## src/rtl/alarm_sequencer_if.sv

```systemverilog
// Alarm sequencer signal bundle.
//   master : drives alarm_match/alarm_enable/tick_1hz/snooze_btn/stop_btn,
//            observes buzzer/ringing/snoozing/snooze_count/missed
//   slave  : the sequencer itself (opposite directions)
interface alarm_sequencer_if;
  logic       alarm_match;
  logic       alarm_enable;
  logic       tick_1hz;
  logic       snooze_btn;
  logic       stop_btn;
  logic       buzzer;
  logic       ringing;
  logic       snoozing;
  logic [1:0] snooze_count;
  logic       missed;

  modport master (
    output alarm_match, alarm_enable, tick_1hz, snooze_btn, stop_btn,
    input  buzzer, ringing, snoozing, snooze_count, missed
  );

  modport slave (
    input  alarm_match, alarm_enable, tick_1hz, snooze_btn, stop_btn,
    output buzzer, ringing, snoozing, snooze_count, missed
  );
endinterface

```

## src/rtl/alarm_sequencer.sv

```systemverilog
// Alarm sequencer: IDLE -> RINGING on an armed alarm_match rising edge,
// RINGING <-> SNOOZE via snooze button / snooze timeout, auto-stop after
// RING_TIMEOUT_S seconds of unattended ringing (sets sticky missed flag).
// Ports:
//   clk   : system clock
//   reset : asynchronous, active-low reset
//   bus   : alarm_sequencer_if.slave (level inputs, registered outputs)
module alarm_sequencer #(
  parameter int RING_TIMEOUT_S = 60,
  parameter int SNOOZE_S       = 300,
  parameter int MAX_SNOOZE     = 3
) (
  input  logic             clk,
  input  logic             reset,
  alarm_sequencer_if.slave bus
);
  localparam int CNT_MAX = (RING_TIMEOUT_S > SNOOZE_S) ? RING_TIMEOUT_S : SNOOZE_S;
  localparam int CW      = (CNT_MAX > 1) ? $clog2(CNT_MAX) : 1;

  localparam logic [CW-1:0] RING_LAST = CW'(RING_TIMEOUT_S - 1);
  localparam logic [CW-1:0] SNZ_LAST  = CW'(SNOOZE_S - 1);
  localparam logic [1:0]    SNZ_LIMIT = 2'(MAX_SNOOZE);

  // Encoding chosen so ringing/snoozing are state flop bits directly.
  localparam logic [1:0] ST_IDLE = 2'b00;
  localparam logic [1:0] ST_RING = 2'b01;
  localparam logic [1:0] ST_SNZ  = 2'b10;

  logic [1:0]    state;
  logic [CW-1:0] sec;
  logic [1:0]    snz_cnt;
  logic          buzz, miss;
  logic          match_q, snz_q, stop_q;

  wire match_e = bus.alarm_match & ~match_q;
  wire snz_e   = bus.snooze_btn  & ~snz_q;
  wire stop_e  = bus.stop_btn    & ~stop_q;

  always_ff @(posedge clk or negedge reset) begin
    if (!reset) begin
      state   <= ST_IDLE;
      sec     <= '0;
      snz_cnt <= '0;
      buzz    <= 1'b0;
      miss    <= 1'b0;
      match_q <= 1'b0;
      snz_q   <= 1'b0;
      stop_q  <= 1'b0;
    end else begin
      match_q <= bus.alarm_match;
      snz_q   <= bus.snooze_btn;
      stop_q  <= bus.stop_btn;

      case (state)
        ST_RING: begin
          if (!bus.alarm_enable) begin
            state <= ST_IDLE;
            buzz  <= 1'b0;
          end else if (stop_e) begin
            state <= ST_IDLE;
            buzz  <= 1'b0;
            miss  <= 1'b0;
          end else if (snz_e && (snz_cnt < SNZ_LIMIT)) begin
            state   <= ST_SNZ;
            snz_cnt <= snz_cnt + 2'd1;
            sec     <= '0;
            buzz    <= 1'b0;
          end else if (bus.tick_1hz) begin
            // A snooze press beyond the limit falls through here so the
            // same-cycle tick still advances the ring timer.
            if (sec == RING_LAST) begin
              state <= ST_IDLE;
              buzz  <= 1'b0;
              miss  <= 1'b1;
            end else begin
              sec  <= sec + CW'(1);
              buzz <= ~buzz;
            end
          end
        end

        ST_SNZ: begin
          if (!bus.alarm_enable) begin
            state <= ST_IDLE;
          end else if (stop_e) begin
            state <= ST_IDLE;
          end else if (bus.tick_1hz) begin
            if (sec == SNZ_LAST) begin
              state <= ST_RING;
              sec   <= '0;
              buzz  <= 1'b1;
            end else begin
              sec <= sec + CW'(1);
            end
          end
        end

        ST_IDLE: begin
          if (stop_e) miss <= 1'b0;
          if (bus.alarm_enable && match_e) begin
            state   <= ST_RING;
            sec     <= '0;
            snz_cnt <= '0;
            buzz    <= 1'b1;
          end
        end

        default: begin
          state <= ST_IDLE;
          buzz  <= 1'b0;
        end
      endcase
    end
  end

  assign bus.ringing      = state[0];
  assign bus.snoozing     = state[1];
  assign bus.buzzer       = buzz;
  assign bus.snooze_count = snz_cnt;
  assign bus.missed       = miss;
endmodule

```

## src/flat_wrapper.sv

```systemverilog
// flat-port wrapper written by rule: the top's interface ports become plain ports
module alarm_sequencer_flat 
#(
  parameter int RING_TIMEOUT_S = 60,
  parameter int SNOOZE_S       = 300,
  parameter int MAX_SNOOZE     = 3
)
  (clk, reset, bus_alarm_match, bus_alarm_enable, bus_tick_1hz, bus_snooze_btn, bus_stop_btn, bus_buzzer, bus_ringing, bus_snoozing, bus_snooze_count, bus_missed);
  alarm_sequencer_if bus_i ();
  input  logic clk;
  input  logic reset;
  input wire logic [$bits(bus_i.alarm_match)-1:0] bus_alarm_match;
  input wire logic [$bits(bus_i.alarm_enable)-1:0] bus_alarm_enable;
  input wire logic [$bits(bus_i.tick_1hz)-1:0] bus_tick_1hz;
  input wire logic [$bits(bus_i.snooze_btn)-1:0] bus_snooze_btn;
  input wire logic [$bits(bus_i.stop_btn)-1:0] bus_stop_btn;
  output wire logic [$bits(bus_i.buzzer)-1:0] bus_buzzer;
  output wire logic [$bits(bus_i.ringing)-1:0] bus_ringing;
  output wire logic [$bits(bus_i.snoozing)-1:0] bus_snoozing;
  output wire logic [$bits(bus_i.snooze_count)-1:0] bus_snooze_count;
  output wire logic [$bits(bus_i.missed)-1:0] bus_missed;
  assign bus_i.alarm_match = bus_alarm_match;
  assign bus_i.alarm_enable = bus_alarm_enable;
  assign bus_i.tick_1hz = bus_tick_1hz;
  assign bus_i.snooze_btn = bus_snooze_btn;
  assign bus_i.stop_btn = bus_stop_btn;
  assign bus_buzzer = bus_i.buzzer;
  assign bus_ringing = bus_i.ringing;
  assign bus_snoozing = bus_i.snoozing;
  assign bus_snooze_count = bus_i.snooze_count;
  assign bus_missed = bus_i.missed;
  alarm_sequencer #(.RING_TIMEOUT_S(RING_TIMEOUT_S), .SNOOZE_S(SNOOZE_S), .MAX_SNOOZE(MAX_SNOOZE)) u_core (.clk(clk), .reset(reset), .bus(bus_i));
endmodule
```

## config.mk

```make
export PLATFORM = sky130hd
export DESIGN_NAME = alarm_sequencer_flat
export DESIGN_NICKNAME = d
export VERILOG_FILES = /design/src/rtl/alarm_sequencer_if.sv /design/src/rtl/alarm_sequencer.sv /design/src/flat_wrapper.sv
export SDC_FILE = /design/constraint.sdc
export NUM_CORES = 1
export LEC_CHECK = 0
export ABC_CLOCK_PERIOD_IN_PS = 2500
export CORE_UTILIZATION = 60
export CTS_CLUSTER_SIZE = 8
export DETAILED_ROUTE_END_ITERATION = 8
export DONT_BUFFER_PORTS = 1
export PLACE_DENSITY = 0.75
export SETUP_SLACK_MARGIN = 0.3
export SLEW_MARGIN = 30
export SYNTH_ARGS = -nofsm -noshare
export SYNTH_HDL_FRONTEND = slang
export SYNTH_SLANG_ARGS = --single-unit
```

## constraint.sdc

```tcl
create_clock -name clk -period 2.5 [get_ports clk]
set_clock_uncertainty 0.05 [all_clocks]
set_input_delay 0.25 -clock clk [delete_from_list [all_inputs] [get_ports clk]]
set_output_delay 0.25 -clock clk [all_outputs]
set_load 0.01 [all_outputs]
```

==> impl_metrics.toml <==
[finish]
n_fill_cell = 110
finalNonFillerCells = 142
syn_to_final_growth_pct = 15.8
antenna_cells = 0
final_nets = 136
drive_gt1_share_pct = 16.7

[timing]
slew_viol_final = 0
rsz0062_at_grt = "true"
max_slew.worst_pin.slew_ns = 0.809
hold_violations = 0
tns_ns = 0
setup_viol = 0
clock.fmax_mhz = 456
post-route-min-period_ns = 2.19
period_share_pct = 87.8
whs_ns = 0.0978
max_slew_margin_pct = 45.9
final.setup.worst_slack_ns = 0.306

[worst_setup_path]
critPathArrivalTime_ns = 2.35
crit_fanout = 7
startpoint_type = "flip-flop"
reg2reg_from = "u_core.bus.snooze_count[1]$_DFFE_PN0P_"
worst_r2r_endpoint = "u_core.sec[6]$_DFFE_PN0P_"
r2r_slack_ns = 0.31
end_kind = "flip-flop"
critPathKind = "flip-flop to flip-flop"
r2r.worst_path.cells = 6
setup.worst_path.start = "u_core.bus.snooze_count[1]$_DFFE_PN0P_"
critical_path_required_ns = 2.65

[floorplan]
rows = 14
die_w_um = 43.5
start_util_pct = 66.1
chipHeight_um = 43.5
core_area_mm2 = 0.00156
top_level_ports = 13
die_area_mm2 = 0.00189

[run_status]
outcome = "finished, violations left"
failed_checks = "design-rule violations"

[pwr]
total_power_mw = 0.917
cellPowerDensity_mw_per_mm2 = 768
vdd_drop_max_v = 0.000491
p_leak_nw = 0.498

[global_routing]
antenna_found_initial = 0
overflow = 0
grt_pass1_vias = 893
grt.total_usage_pct = 27.1
grt_pass1_wl_mm = 3.73
grt_max_degree = 19

[synthesis]
yosysTopAreaCell = "dfrtp_1"
synth_cells = 115
seq_area_frac_synth_pct = 43.7
yosys.cell_types.count = 32
ys_ff_latch = 18
yosysWarningCount = 0
syn_area_per_cell_um2 = 8.97
syn-cell-area_mm2 = 0.00103
synth.top_cell.area_share_pct = 43.7
synth.area.top_cells = "dfrtp_1 44%, nand2_1 5.8%, o21ai_0 5.3%"
syn-num-nets = 124

[route]
ant_nets = 0
viasPerCell = 6.37
drt-initial-drc-count = 27
routedWlPerCell_um = 15.4
first_pass_iters = 8
finalWirelength_mm = 2.18
drc = 6
via_count = 905

[clock_network]
cts.sinks = 18
cts_buffer_depth = 2
clk_pin_slew_ns = 0.10
clkLatencyLatePin_ns = 0.30
cts_buffers = 3
root_buffer = "clkbuf_4"
htreeDepth = 1
tritoncts = "built"

[placement]
pre_cts_slack_ns = 0.135
dp.cells = 132
hpwl_mm = 1.49
gp_congestion = 0.855
portBuffers = 0

[hold_path]
hp-class = "input port to flip-flop"
holdPathStages = 3
holdPathEnd = "u_core.bus.missed$_DFFE_PN0P_"
min_from = "bus_tick_1hz"

[flow_run]
maxCapViolCount = 0
## through the flow
step	utilization [%]	cell area [µm²]
3_3_place_gp	68.3	1060
5_1_grt	76.6	1190
4_1_cts	75.8	1180
6_report	76.6	1190
2_1_floorplan	-	1030
3_5_place_dp	68.3	1060
## cells in the mapped netlist
| master | instances |
|---|---|
| a21boi_0 | 1 |
| a21oi_1 | 7 |
| a221o_1 | 1 |
| a2bb2oi_1 | 1 |
| a32o_1 | 2 |
| and3_1 | 1 |
| buf_2 | 1 |
| clkbuf_1 | 1 |
| dfrtp_1 | 18 |
| ha_1 | 2 |
| inv_1 | 6 |
| mux2_4 | 1 |
| mux2i_1 | 2 |
| nand2_1 | 16 |
| nand2b_1 | 2 |
| nand2b_4 | 1 |
| nand3_1 | 7 |
| nand3b_1 | 2 |
| nand4_1 | 4 |
| nor2_1 | 5 |
| nor2b_1 | 2 |
| nor3_1 | 5 |
| nor3b_1 | 1 |
| o211ai_1 | 4 |
| o21ai_0 | 11 |
| o21ai_2 | 1 |
| o22ai_1 | 2 |
| o31ai_1 | 4 |
| o41ai_1 | 1 |
| or3_4 | 1 |
| or3b_1 | 1 |
| or4_4 | 1 |
## cells in the final DEF, fill, tap and decap left out, types with 2 or more instances in the layout
cell type / n
nand2b_1: 2
o21ai_1: 3
nor2_1: 5
o21ai_0: 7
buf_4: 4
nand3_1: 7
o22ai_1: 2
dlygate4sd3_1: 4
a32o_1: 2
a21oi_1: 7
dfrtp_1: 17
nand3b_1: 2
o21ai_2: 2
mux2i_1: 2
inv_1: 6
clkbuf_4: 3
nand2_1: 16
nor3_1: 5
nand4_1: 4
o211ai_1: 4
o31ai_1: 3
nor2b_1: 2
## timing repair
action	CTS	global route
hold buffers	4	0
setup endpoints to repair	7	9
pin swaps	4	0
resized for setup	9	4
cloned	0	0
hold endpoints to repair	21	0
buffers inserted	2	0
## sequential cells by signal, summed over array words and instances (netlist names)
signal and cells:
u_core.state 2, u_core.match_q 1, u_core.bus.snooze_count 2, u_core.bus.missed 1, u_core.stop_q 1, u_core.snz_q 1
u_core.bus.buzzer 1, u_core.sec 9
## layer usage
metal | track usage, % | wire [µm]
met1 | 34.3 | 1010
met2 | 43.6 | 1040
met5 | 0 | 0
met4 | 15.6 | 40
met3 | 5.00 | 87
## report_power, final
group / internal [mW] / leakage, nW / switching, mW
sequential: 0.332 / 0.237 / 0.0685
clock: 0.0889 / 0.0210 / 0.0902
combinational: 0.150 / 0.240 / 0.187
total: 0.571 / 0.498 / 0.346
## final cells by class
cell class              instances  area [µm²]  area share (%)
flip-flops and latches         18         452            37.8
well taps                      16        20.0            1.68
multi-input cells              89         582            48.7
repair buffers                  9        81.3            6.81
clock buffers                   4        36.3            3.04
inverters                       6        22.5            1.89
## cell families after synthesis
logic type / count (synthesis) / synth area share [%]
compound gates: 35 / 22.0
simple gates: 49 / 25.5
mux: 3 / 3.40
buf+inv: 8 / 3.03
fa+ha+maj: 2 / 2.43
flops: 18 / 43.7
## critical path: stages (launching register included)
cell and delay [ns]:
dfrtp_2 0.47, ha_4 0.18, or3b_4 0.40, a32o_1 0.25, a221o_2 0.35, nand2b_4 0.20, o41ai_2 0.20
## worst max-delay path by stage
stage                                            to  cells past startpoint  slack [ns]
after floorplan           u_core.sec[6]$_DFFE_PN0P_                      7        0.35
after global routing      u_core.sec[6]$_DFFE_PN0P_                      6        0.23
after global placement    u_core.sec[6]$_DFFE_PN0P_                      6        0.16
after CTS                 u_core.sec[5]$_DFFE_PN0P_                      7        0.30
final                     u_core.sec[6]$_DFFE_PN0P_                      6        0.31
after detailed placement  u_core.sec[6]$_DFFE_PN0P_                      6        0.14
Power figures use the tool's default switching activity.
